===== config.mk =====
export PLATFORM = sky130hd
export DESIGN_NAME = ant_noc_router
export DESIGN_NICKNAME = d
export VERILOG_FILES = /design/src/rtl/ant_noc_router.sv
export SDC_FILE = /design/constraint.sdc
export NUM_CORES = 1
export LEC_CHECK = 0
export BUFFER_PORTS_ARGS = -buffer_cell sky130_fd_sc_hd__buf_2
export CORE_MARGIN = 4
export CORE_UTILIZATION = 50
export CTS_BUF_LIST = sky130_fd_sc_hd__clkbuf_16
export CTS_CLUSTER_SIZE = 14
export DETAILED_ROUTE_END_ITERATION = 12
export GPL_TIMING_DRIVEN = 0
export PLACE_DENSITY = 0.79
export SETUP_SLACK_MARGIN = 0.4
export SYNTH_ARGS = -nofsm -noshare
export SYNTH_HDL_FRONTEND = slang
export SYNTH_SLANG_ARGS = --single-unit

===== constraint.sdc =====
create_clock -name clk -period 4.35 [get_ports clk]
set_input_delay 0.87 -clock clk [delete_from_list [all_inputs] [get_ports clk]]
set_output_delay 0.87 -clock clk [all_outputs]
set_load 0.05 [all_outputs]

===== src/rtl/ant_noc_router.sv =====
// rtl/ant_noc_router.sv - remote-page request router and iteration barrier for NUM_ANTS pagerank ants
// One query in flight; pending requests per ant are served round-robin.
module ant_noc_router #(
  parameter int NUM_ANTS  = 4,
  parameter int N         = 16,
  parameter int WIDTH     = 16,
  parameter int REPLY_LAT = 1
) (
  input  logic                          clk,
  input  logic                          reset_n,
  input  logic [NUM_ANTS-1:0]           req_valid,
  input  logic [6*NUM_ANTS-1:0]         req_page,
  output logic [6*NUM_ANTS-1:0]         query,
  output logic [NUM_ANTS-1:0]           query_valid,
  input  logic [WIDTH*NUM_ANTS-1:0]     reply,
  output logic [(WIDTH+6)*NUM_ANTS-1:0] response,
  output logic [NUM_ANTS-1:0]           resp_valid,
  input  logic [NUM_ANTS-1:0]           syc_out,
  output logic                          syc_in,
  output logic                          req_overflow
);

  localparam int AW = 2;

  typedef enum logic [1:0] {IDLE, QUERY, RESP} state_e;

  state_e                          state_q, state_d;
  logic [NUM_ANTS-1:0]             pend_q, pend_d;
  logic [NUM_ANTS-1:0][5:0]        page_q, page_d, query_q, query_d, req_page_a;
  logic [NUM_ANTS-1:0][WIDTH-1:0]  reply_a;
  logic [NUM_ANTS-1:0][WIDTH+5:0]  resp_q, resp_d;
  logic [AW-1:0]                   rr_q, rr_d, gnt_q, gnt_d, own_q, own_d, cnt_q, cnt_d;
  logic [AW-1:0]                   idx, cand;
  logic [NUM_ANTS-1:0]             qv_q, qv_d, rv_q, rv_d;
  logic                            syc_q, syc_d, ovf_q, ovf_d;
  logic                            found;
  logic [5:0]                      gpage;

  assign req_page_a   = req_page;
  assign reply_a      = reply;
  assign query        = query_q;
  assign query_valid  = qv_q;
  assign response     = resp_q;
  assign resp_valid   = rv_q;
  assign syc_in       = syc_q;
  assign req_overflow = ovf_q;

  always_comb begin
    state_d = state_q;
    pend_d  = pend_q;
    page_d  = page_q;
    query_d = query_q;
    resp_d  = resp_q;
    rr_d    = rr_q;
    gnt_d   = gnt_q;
    own_d   = own_q;
    cnt_d   = cnt_q;
    qv_d    = qv_q;
    rv_d    = rv_q;
    ovf_d   = ovf_q;
    found   = 1'b0;
    idx     = rr_q;
    cand    = '0;
    gpage   = '0;

    // Capture runs in every state; a strobe while still pending is dropped and flagged.
    for (int i = 0; i < NUM_ANTS; i++) begin
      if (req_valid[i]) begin
        if (pend_q[i]) begin
          ovf_d = 1'b1;
        end else begin
          pend_d[i] = 1'b1;
          page_d[i] = req_page_a[i];
        end
      end
    end

    syc_d = (&syc_out) && (state_q == IDLE) && !(|pend_q);

    case (state_q)
      IDLE: begin
        for (int k = 1; k <= NUM_ANTS; k++) begin
          cand = rr_q + AW'(k);
          if (!found && pend_q[cand]) begin
            found = 1'b1;
            idx   = cand;
          end
        end
        if (found) begin
          gpage          = page_q[idx];
          own_d          = AW'(gpage / 6'(N));
          query_d[own_d] = gpage;
          qv_d           = '0;
          qv_d[own_d]    = 1'b1;
          cnt_d          = AW'(REPLY_LAT - 1);
          rr_d           = idx;
          gnt_d          = idx;
          state_d        = QUERY;
        end
      end
      QUERY: begin
        if (cnt_q != '0) begin
          cnt_d = cnt_q - 1'b1;
        end else begin
          resp_d[gnt_q] = {reply_a[own_q], page_q[gnt_q]};
          rv_d[gnt_q]   = 1'b1;
          qv_d          = '0;
          pend_d[gnt_q] = 1'b0;
          state_d       = RESP;
        end
      end
      RESP: begin
        rv_d    = '0;
        state_d = IDLE;
      end
      default: state_d = IDLE;
    endcase
  end

  always_ff @(posedge clk or negedge reset_n) begin
    if (!reset_n) begin
      state_q <= IDLE;
      pend_q  <= '0;
      page_q  <= '0;
      query_q <= '0;
      resp_q  <= '0;
      rr_q    <= AW'(NUM_ANTS - 1);
      gnt_q   <= '0;
      own_q   <= '0;
      cnt_q   <= '0;
      qv_q    <= '0;
      rv_q    <= '0;
      syc_q   <= 1'b0;
      ovf_q   <= 1'b0;
    end else begin
      state_q <= state_d;
      pend_q  <= pend_d;
      page_q  <= page_d;
      query_q <= query_d;
      resp_q  <= resp_d;
      rr_q    <= rr_d;
      gnt_q   <= gnt_d;
      own_q   <= own_d;
      cnt_q   <= cnt_d;
      qv_q    <= qv_d;
      rv_q    <= rv_d;
      syc_q   <= syc_d;
      ovf_q   <= ovf_d;
    end
  end

endmodule


# Word level (Yosys, flattened, before mapping)

Cells that the tools add are included.

Add/sub/neg operators: 4
$lt $le $gt $ge: 10
Equality and inequality tests: 5
Multiplexer cells: 62
Bitwise operators: 8
Reductions and logical operators: 27

Operators with widths:

| kind                                                                 | number |
|---|---|
| 88-bit bitwise mux                                                   | 1 |
| 22-bit demux with 2-bit select                                       | 1 |
| 16-bit binary-select mux with 2-bit select                           | 1 |
| 1-bit 2-to-1 mux                                                     | 26 |
| 6-bit binary-select mux with 2-bit select                            | 2 |
| 24-bit bitwise mux                                                   | 1 |
| 2-bit by 3-bit < comparator with 1-bit output, second input constant | 8 |
| 22-bit 2-to-1 mux                                                    | 1 |
| 4-bit 2-to-1 mux                                                     | 5 |
| 2-bit 2-to-1 mux                                                     | 9 |
| 6-bit 2-to-1 mux                                                     | 3 |
| 16-bit 2-to-1 mux                                                    | 1 |
| 4-bit case mux with 2 select lines                                   | 2 |
| 2-bit AND reduction                                                  | 8 |
| 6-bit demux with 2-bit select                                        | 1 |
| 1-bit binary-select mux with 2-bit select                            | 4 |
| 2-bit case mux with 2 select lines                                   | 2 |
| 1-bit logical AND                                                    | 7 |
| 3-bit AND reduction                                                  | 2 |
| 2-bit nonzero test                                                   | 3 |
| 1-bit NOT                                                            | 5 |
| 2-bit adder, second input constant                                   | 2 |
| 4-bit AND                                                            | 1 |
| 1-bit demux with 2-bit select                                        | 2 |
| 13 further kinds                                                     | 18 |

Register bits: 160
Bits of input ports: 98
Output and inout bits: 122
Logic and storage cells: 138

# Logic depth before layout (Yosys ltp)

Gate-level depths: netlist (run 1).

Depth after elaboration: 25
Depth in mapped cells: 8
Mapped depth without buffers: 6

# Worst setup path before layout (run 1)

No wires, ideal clock.

Path kind: reg2reg
From: register rr_q[1]
To: register query_q (netlist bit query[12])
Library setup time: 0.128 ns
Arrival time: 2.231 ns
Setup slack: 1.991 ns
Cell stages (with the launch flop): 8
Path buffers: 1
Clock period less this slack: 2.359 ns
Path through: dfstp_2 > buf_6 > nand3b_2 > a31oi_4 > mux2i_4 > inv_2 > o32a_2 > mux2_1

Longest elaborated chain between the ends: 24
Elaborated cells on any way between the ends: 39
Those cells by class: add/sub: 3; order compare: 2; mux: 26; reduce/logical: 8

RTL lines:

| item                                                                                                                                                | RTL line | source |
|---|---|---|
| start, declared                                                                                                                                     | 32       | `logic [AW-1:0] rr_q, rr_d, gnt_q, gnt_d, own_q, own_d, cnt_q, cnt_d;` |
| start signal, assigned                                                                                                                              | 127      | `rr_q <= AW'(NUM_ANTS - 1);` |
| start signal, assigned                                                                                                                              | 141      | `rr_q <= rr_d;` |
| 2-bit by 1-bit adder with 2-bit output                                                                                                              | 83       | `cand = rr_q + AW'(k);` |
| 1-bit binary-select mux with 2-bit select                                                                                                           | 84       | `if (!found && pend_q[cand]) begin` |
| 1-bit 2-to-1 mux (not written as such)                                                                                                              | 84       |  |
| 1-bit 2-to-1 mux                                                                                                                                    | 84       |  |
| 1-bit 2-to-1 mux                                                                                                                                    | 80       | `case (state_q)` |
| 1-bit zero test                                                                                                                                     | 84       |  |
| 1-bit logical AND                                                                                                                                   | 84       |  |
| 1-bit 2-to-1 mux                                                                                                                                    | 84       |  |
| [... 8 more ...]                                                                                                                                    | n/a      |  |
| 2-bit 2-to-1 mux                                                                                                                                    | 80       |  |
| 6-bit binary-select mux with 2-bit select                                                                                                           | 90       | `gpage = page_q[idx];` |
| 6-bit 2-to-1 mux (not written as such)                                                                                                              | 90       |  |
| 2-bit by 3-bit < comparator with 1-bit output (not written as such) or 2-bit by 1-bit greater-or-equal comparator with 1-bit output (tied branches) | 92       | `query_d[own_d] = gpage;` |
| 1-bit logical AND (not written as such)                                                                                                             | 92       |  |
| 6-bit 2-to-1 mux (not written as such)                                                                                                              | 92       |  |
| 6-bit demux with 2-bit select                                                                                                                       | 92       |  |
| 24-bit bitwise mux                                                                                                                                  | 92       |  |
| end signal, assigned                                                                                                                                | 139      | `query_q <= query_d;` |
| end, declared                                                                                                                                       | 29       | `logic [NUM_ANTS-1:0][5:0] page_q, page_d, query_q, query_d, req_page_a;` |

Parallel ways exist; a longest one is shown, timed or not. The select of a mux whose other input is x is not followed.
A chain may end at the register's enable or synchronous reset.

# Worst setup path in the final report (run 1)

From: register rr_q[1]
To: register query_q (netlist bit query[20])

The elaborated chain is that of the path after synthesis.

==> metrics.txt, run 1 <==
standard-cell rows=42; initial core utilization=0.510; DR DRC count=0; number of synthesis warnings=0; maximum number of pins on one net before global-route repair=between 90 and 100; clock period minus final worst setup slack=about 2600 ps; data arrival time of the critical path=~2900 ps; list of cells traversed by the critical path=buf_6 > nand3b_2 > a31oi_4 > mux2i_1 > o22ai_2 > nand2_2 > mux2_1; count of port buffers added during placement=between 200 and 250; wire length reported by the detailed router=around 16,000 µm; buffer and inverter count on the worst path=1; post-synthesis async set-or-reset flop share=1.00; origin of the worst min-delay path=query[23]$_DFFE_PN0P_; endpoint of the worst-slack reg-to-reg timing path=query[20]$_DFFE_PN0P_; Synthesized Nets=541; slew of the pin with the lowest slew margin=a little over 900 ps; critical path peak fanout=10; Core Footprint=approximately 13,000 µm²; 1st-iter DRT viols=approximately 200; clock root cell=clkbuf_16; Slew headroom=0.395; number of cells on the worst hold path=1; number of I/O pins=220; overflow left after global routing=0; critical path class=reg2reg; number of max-cap violations=0; number of cells upsized or downsized after cts=0; Cell Area, Synth=between 6000 and 7000 µm²; outcome=finished, final reports clean; maximum clock frequency=between 300 and 400 MHz; worst r2r src=rr_q[1]$_DFFE_PN1P_; post-DP HPWL=between 10,000 and 15,000 µm; sequential share of the synthesized area=0.594; leading area contributor after synthesis=dfrtp_1; highest cell delay on the worst timing path=between 500 and 600 ps; nature of the critical path startpoint=register; final-report max-slew violation count=0; cell family contributing the most delay on the critical path=multiplexers; clock buffers created by TritonCTS=17; setup TNS=0 ps; cell at the slowest stage of the critical path=mux2i_1; setup clock skew after layout=14.3 ps; Area Overhead vs Synth=27.5%; share of the synthesized area in the top cell type=0.586; most frequently used flop master after synthesis=dfrtp_1; data required time at the worst endpoint=around 4600 ps; die width=about 120 µm; H-tree depth=4; Routed WL per cell=~19 µm; hold endpoint=query[23]$_DFFE_PN0P_; worst skew pair latency=between 400 and 500 ps; Antenna diodes=0; cts-stage hold buffer count=0; number of antenna-violating nets in the routed design=0; CTS tree=built; Final setup violation count=0; mean post-synth cell area=around 15 µm²; Total Routing Usage GR=0.221; fin nets=between 700 and 800; antenna violations before repair=1; number of instances in the synthesized netlist=approximately 440; distinct cell type count of the synthesized netlist=between 40 and 50; Final GP Congestion=between 0.7 and 0.8; drt via density=approximately 5.2; via count of the first global-routing pass=4,784; setup repair after global routing missed its margin=no; register-to-register setup slack=~1700 ps; die area=roughly 15,000 µm²; die height=about 120 µm; number of enable-type register cells in the synthesized netlist=0; final cycle utilization of the critical path=0.598; wire length of the first global-routing pass=25,500 µm; Final Hold Violating Endpoints=0; clock transition at the register clock pins on the worst setup and hold paths after CTS=roughly 60 ps; sink count of the clock tree=160; cell types with the largest area share after synthesis=dfrtp_1 59%, mux2_2 19%, mux4_2 5.3%; Max clock buf depth=2; R2R cell count=7; layout cell share with drive strength beyond 1=0.588; vias post-DR=between 4,000 and 5,000; endpoint class of the critical path=register; number of synthesized register bits=160; worst min-delay path category=reg2reg; total setup buffers inserted after CTS=0; router iterations before antenna repair=6
-- kinds of logic after synthesis --
| family | synth area share |
|---|---|
| flip-flops | 0.594 |
| multiplexers | 0.288 |
| AND/OR/NAND/NOR | 0.0543 |
| AO/OA/AOI/OAI | 0.0428 |
| buffers and inverters | 0.0196 |
| adder cells (fa/ha/maj) | 0.00185 |
-- state kept, by name, indices dropped and copies added (netlist names) --
signal,flops
req_overflow,1
own_q,2
pend_q,4
state_q,2
response,88
rr_q,2
resp_valid,4
syc_in,1
query,24
gnt_q,2
query_valid,4
page_q,24
cnt_q,2
-- final cells by class --
cell class	instances	area (µm²)
Multi-Input combinational cell	251	2610
Clock buffer	17	425
Fill cell	1051	4630
Buffer	21	95.1
Tap cell	176	220
Timing Repair Buffer	220	1130
Inverter	10	37.5
Clock inverter	13	83.8
Sequential cell	160	4010
-- synth_stat cells, types with 8 or more instances --
cell / instances
inv_1: 8
dfrtp_1: 158
clkbuf_1: 12
nand2_1: 13
mux2i_1: 10
mux2_4: 8
mux2_2: 111
mux2_1: 8
mux4_2: 16
nor2_1: 11
-- metal layers --
metal  vias up  wire [µm]  part of all wire  global-route usage
li1       2051          -                 -                   -
met1      2312       6650              0.40               0.280
met2       133       8580              0.52               0.368
met3        21        923             0.056              0.0604
met4         2        271             0.016              0.0780
met5         -         19            0.0012                   0
-- through the flow --
step / setup WS, ps / instances / instance area [µm²] / hold WS, ps / util
2_1_floorplan: 1990 / 442 / 6750 / 451 / -
3_3_place_gp: 216 / 837 / 8070 / 445 / 0.609
3_5_place_dp: 1750 / 838 / 8100 / 448 / 0.612
4_1_cts: 1740 / 868 / 8610 / 470 / 0.650
5_1_grt: 1630 / 868 / 8610 / 484 / 0.650
6_report: 1750 / 868 / 8610 / 463 / 0.650
-- worst max path at each step --
stage / from / end / slack [ps] / depth (start not counted)
3_3_place_gp: reset_n / response[56]$_DFFE_PN0P_ / 220 / 1
4_1_cts: rr_q[1]$_DFFE_PN1P_ / query[8]$_DFFE_PN0P_ / 1740 / 7
6_report: rr_q[1]$_DFFE_PN1P_ / query[20]$_DFFE_PN0P_ / 1750 / 7
5_1_grt: rr_q[1]$_DFFE_PN1P_ / query[1]$_DFFE_PN0P_ / 1630 / 7
3_5_place_dp: rr_q[1]$_DFFE_PN1P_ / query[6]$_DFFE_PN0P_ / 1750 / 7
2_1_floorplan: rr_q[1]$_DFFE_PN1P_ / query[12]$_DFFE_PN0P_ / 1990 / 7
-- layout by cell type (no fill, tap or decap), types with 5 or more instances in the layout --
| cell type | netlist | layout |
|---|---|---|
| a21o_1 | 7 | 7 |
| a21oi_1 | 6 | 6 |
| buf_2 | 7 | 225 |
| clkbuf_1 | 12 | 12 |
| clkbuf_16 | 0 | 17 |
| dfrtp_1 | 158 | 158 |
| inv_1 | 8 | 11 |
| mux2_1 | 8 | 8 |
| mux2_2 | 111 | 111 |
| mux2_4 | 8 | 8 |
| mux2i_1 | 10 | 10 |
| mux4_2 | 16 | 16 |
| nand2_1 | 13 | 13 |
| nand2b_1 | 7 | 7 |
| nor2_1 | 11 | 11 |
| nor2b_1 | 6 | 6 |
| o21a_1 | 5 | 5 |
Power of run 1 is not shown: default switching activity piles up to over one toggle a cycle in this logic, so the estimate is an artifact.
==> run 2, diff against run 1 <==
Clock period 4.35 ns to 2.5 ns, I/O delays scaled along.
==> run 2 against run 1 <==
Effect of this change:
- clock skew shrank 4.7 ps
- count of clock-buffer cells in the layout is the same
- fmax grew 9.8%
- critical path type unchanged
- largest cell class unchanged
==> metrics.txt, run 2 (synthesis results as in run 1) <==
maximum number of pins on one net before global-route repair=around 100; via count of the first global-routing pass=about 5,200; standard-cell rows=42; highest cell delay on the worst timing path=530 ps; data arrival time of the critical path=2670 ps; Routed WL per cell=19.7 µm; H-tree depth=4; list of cells traversed by the critical path=buf_6 > nand3b_4 > a31oi_4 > buf_12 > mux2i_4 > or2b_4 > o22ai_4 > mux2_4; post-place instance area=a little over 8000 µm²; antenna violations before repair=1; number of max-cap violations=0; DR DRC count=0; setup clock skew after layout=approximately 9.6 ps; Final Hold Violating Endpoints=0; Core Footprint=roughly 13,000 µm²; wire length reported by the detailed router=between 15,000 and 20,000 µm; source of the critical timing path=rr_q[1]$_DFFE_PN1P_; layout cell share with drive strength beyond 1=0.651; wire length of the first global-routing pass=between 20,000 and 30,000 µm; most common cell after layout, fill and taps aside=buf_2; most used cells in the layout excluding fill and tap cells=219 x buf_2, 156 x dfrtp_1, 111 x mux2_2; worst min-delay path category=in2async; post-DP HPWL=~12,000 µm; clock period minus final worst setup slack=2370 ps; data required time at the worst endpoint=roughly 2800 ps; count of port buffers added during placement=approximately 220; number of non-filler instances in the completed layout=900; Area Overhead vs Synth=35.3%; cell family contributing the most delay on the critical path=multiplexers; drt via density=5.23; critical path peak fanout=8; fin nets=between 800 and 900; Slew headroom=0.626; setup repair after global routing missed its margin=yes; overflow left after global routing=0; number of I/O pins=220; storage element area=4010 µm²; clock transition at the register clock pins on the worst setup and hold paths after CTS=around 60 ps; vias post-DR=approximately 4,700; CTS tree=built; die width=around 120 µm; die area=15,400 µm²; die height=124 µm; setup TNS=0 ps; worst r2r src=rr_q[1]$_DFFE_PN1P_; clock root cell=clkbuf_16; cts-stage hold buffer count=0; Total Routing Usage GR=0.238; critical path class=reg2reg; worst skew pair latency=between 400 and 500 ps; router iterations before antenna repair=6; buffer and inverter count on the worst path=2; nature of the critical path startpoint=register; Final GP Congestion=between 0.7 and 0.8; Max clock buf depth=2; count of filler cells inserted in the layout=975; clock buffers created by TritonCTS=17; flip-flop count of the largest register after layout=88; Final setup violation count=0; number of cells after detailed placement=838; Design Area, Final=approximately 9000 µm²; final cycle utilization of the critical path=0.947; endpoint class of the critical path=register; number of antenna-violating nets in the routed design=0; initial core utilization=0.510; combined area of the multi-input logic cells=2780 µm²; setup slack of the critical path after layout=roughly 130 ps; cell at the slowest stage of the critical path=dfstp_2; pre-CTS setup slack=-66.3 ps; maximum clock frequency=about 420 MHz; final-report max-slew violation count=0; outcome=finished, final reports clean; slew of the pin with the lowest slew margin=~560 ps; sink count of the clock tree=160; 1st-iter DRT viols=260
run 2: cell count changes in the layout (fill, tap and decap cells not counted), sizes merged:
| cell | previous run | this run |
|---|---|---|
| clkbuf | 29 | 30 |
| clkinv | 8 | 9 |
| clkinvlp | 1 | 2 |
| inv | 13 | 12 |
| bufinv | 1 | 2 |
| buf | 229 | 257 |
| diode | 0 | 1 |
run 2: layer usage:
| metal | vias up | part of all wire | track usage |
|---|---|---|---|
| li1 | 2130 | - | - |
| met1 | 2385 | 0.38 | 0.292 |
| met2 | 168 | 0.52 | 0.410 |
| met3 | 27 | 0.069 | 0.0613 |
| met4 | 0 | 0.023 | 0.0842 |
| met5 | - | 0 | 0 |
run 2: what timing repair did:
| item | 4_1_cts | 5_1_grt |
|---|---|---|
| resized for setup | 39 | 18 |
| pin swaps | 9 | 5 |
| endpoints found under the setup margin | 110 | 92 |
| buffers inserted | 23 | 6 |
run 2: path summary, 6_finish.rpt:
path,end,slack (ps),depth (start not counted)
setup / recovery,query[2]$_DFFE_PN0P_,130,8
hold / removal,response[57]$_DFFE_PN0P_,40,1
setup reg to reg,query[2]$_DFFE_PN0P_,130,8
hold reg to reg,query[23]$_DFFE_PN0P_,470,1
max in group asynchronous,pend_q[3]$_DFF_PN0_,1540,2
min in group clk,page_q[16]$_DFFE_PN0P_,310,3
run 2: final cells by class:
| type | instances | share of cell area |
|---|---|---|
| clock buffers | 17 | 0.0466 |
| diodes | 1 | 0.000274 |
| repair buffers | 249 | 0.153 |
| well taps | 176 | 0.0241 |
| clock inverters | 15 | 0.0141 |
| plain buffers | 21 | 0.0145 |
| multi-input cells | 251 | 0.304 |
| inverters | 10 | 0.00411 |
| flip-flops and latches | 160 | 0.439 |
run 2: metrics by stage:
step	util	hold slack (ps)
6_report	0.690	39.2
5_1_grt	0.690	72.6
4_1_cts	0.681	47.6
3_5_place_dp	0.614	452
3_3_place_gp	0.612	446
2_1_floorplan	-	204
run 2: worst reg2reg max path, delay by kind of cell, from the launching register on:
family | cells | cell delay (ps)
and+or+nand+nor | 2 | 410
DFF | 1 | 530
AOI/OAI and AO/OA | 2 | 460
muxes | 2 | 560
buffers and inverters | 2 | 300
Power of run 2 is left out for the same reason.
==> run 3, diff against run 2 <==
Settings changed: CTS_BUF_LIST sky130_fd_sc_hd__clkbuf_16 to sky130_fd_sc_hd__clkbuf_8.
==> run 3 against run 2 <==
Effect of this change:
- count of clock-buffer cells in the layout increased by 2
- fmax is 0.29% lower
- cell count unchanged
- setup slack got worse by 6.9 ps
- critical endpoint is now query[15]$_DFFE_PN0P_
- via count is 0.11% higher
- largest cell class unchanged
- first-iteration DRC count shrank 8.8%
- non-clock buffer count unchanged
==> metrics.txt, run 3 (synthesis results as in run 1) <==
worst skew pair latency=between 400 and 500 ps; cell at the slowest stage of the critical path=dfstp_2; initial core utilization=0.510; final-report max-slew violation count=0; final cycle utilization of the critical path=0.950; cell depth of the worst setup path=9; overflow left after global routing=0; flip-flop count of the largest register after layout=88; list of cells traversed by the critical path=buf_6 > nand3b_4 > a31oi_4 > buf_12 > buf_6 > mux2i_4 > inv_2 > o32a_4 > mux2_4; cell family contributing the most delay on the critical path=multiplexers; R2R cell count=9; via count of the first global-routing pass=5,124; setup clock skew after layout=13.3 ps; maximum clock frequency=421 MHz; sink count of the clock tree=160; most common cell after layout, fill and taps aside=buf_2; clock transition at the register clock pins on the worst setup and hold paths after CTS=roughly 90 ps; slew of the pin with the lowest slew margin=roughly 540 ps; Final Hold Violating Endpoints=0; clock buffers created by TritonCTS=17; H-tree depth=4; layout cell share with drive strength beyond 1=0.651; number of antenna-violating nets in the routed design=0; register-to-register setup slack=120 ps; nature of the critical path startpoint=register; worst min-delay path category=in2reg; setup repair after global routing missed its margin=yes; worst r2r src=rr_q[1]$_DFFE_PN1P_; number of I/O pins=220; wire length reported by the detailed router=17,600 µm; Final GP Congestion=just under 0.8; highest cell delay on the worst timing path=approximately 540 ps; source of the critical timing path=rr_q[1]$_DFFE_PN1P_; cell with the most instances on the worst path=buf_6; clock root cell=clkbuf_8; Routed WL per cell=between 15 and 20 µm; Max clock buf depth=2; origin of the worst min-delay path=req_page[16]; vias post-DR=4,715; data required time at the worst endpoint=between 2000 and 3000 ps; wire length of the first global-routing pass=between 20,000 and 30,000 µm; die height=124 µm; die width=124 µm; fin nets=~800; data arrival time of the critical path=approximately 2700 ps; count of port buffers added during placement=219; 1st-iter DRT viols=~240; most used cells in the layout excluding fill and tap cells=219 x buf_2, 156 x dfrtp_1, 111 x mux2_2; CTS tree=built; Area Overhead vs Synth=32.8%; maximum number of pins on one net before global-route repair=104; endpoint of the worst-slack reg-to-reg timing path=query[15]$_DFFE_PN0P_; Slew headroom=0.643; post-DP HPWL=~12,000 µm; hold endpoint=page_q[16]$_DFFE_PN0P_; DR DRC count=0; buffer and inverter count on the worst path=4; number of max-cap violations=0; endpoint class of the critical path=register; standard-cell rows=42; number of cells on the worst hold path=3; router iterations before antenna repair=4; outcome=finished, final reports clean; Final setup violation count=0; clock period minus final worst setup slack=2380 ps; critical path class=reg2reg; critical path peak fanout=8; drt via density=5.24; utilization of the core after routing=0.677; Core Footprint=13,200 µm²; Total Routing Usage GR=0.237; antenna violations before repair=1; die area=between 15,000 and 20,000 µm²
## run 3: cell types whose count changed in the layout (fill, tap and decap cells not counted), sizes merged
| cell | before | now |
|---|---|---|
| dlygate4sd3 | 0 | 1 |
| clkbuf | 30 | 32 |
| buf | 257 | 256 |
| clkinv | 9 | 7 |
## run 3: repair_timing
| item | in CTS | in global routing |
|---|---|---|
| hold buffers | 1 | 0 |
| gates resized for setup | 41 | 15 |
| setup endpoints to repair | 113 | 92 |
| hold endpoints to repair | 5 | 0 |
| buffers inserted | 22 | 6 |
| pin swaps | 9 | 5 |
## run 3: area by class of cell
class	count	area [µm²]
clock buffers	19	262
multi-input cells	251	2780
repair buffers	249	1400
inverters	10	37.5
plain buffers	21	136
well taps	176	220
fillers	1009	4280
clock inverters	13	121
diodes	1	2.50
flip-flops and latches	160	4010
## run 3: worst max path at each step
stage                                  endpoint  slack [ps]
after floorplan            query[0]$_DFFE_PN0P_         220
after global placement     query[9]$_DFFE_PN0P_       -1280
after detailed placement   query[2]$_DFFE_PN0P_         -70
after CTS                  query[1]$_DFFE_PN0P_         160
after global routing      query[13]$_DFFE_PN0P_          50
final                     query[15]$_DFFE_PN0P_         120
## run 3: metrics by stage
step / setup WS (ps) / hold slack [ps] / std cells / TNS, ps / cell area, µm²
floorplan: 219 / 204 / 442 / 0 / 6790
global placement: -1280 / 446 / 837 / -201490 / 8100
detailed placement: -66.3 / 452 / 838 / -606 / 8140
CTS: 159 / 232 / 893 / 0 / 8860
global route: 45.4 / 246 / 900 / 0 / 8970
finish: 125 / 266 / 900 / 0 / 8970
## run 3: metal layers
metal | GRT usage | wire length (µm)
met3 | 0.0736 | 1160
met1 | 0.289 | 6860
met2 | 0.406 | 9170
met4 | 0.0712 | 361
met5 | 0 | 0
## run 3: worst min-delay path: stages
cell and delay [ps]:
buf_2 80, nand2_1 40, o21ai_0 70
Power of run 3 is left out for the same reason.
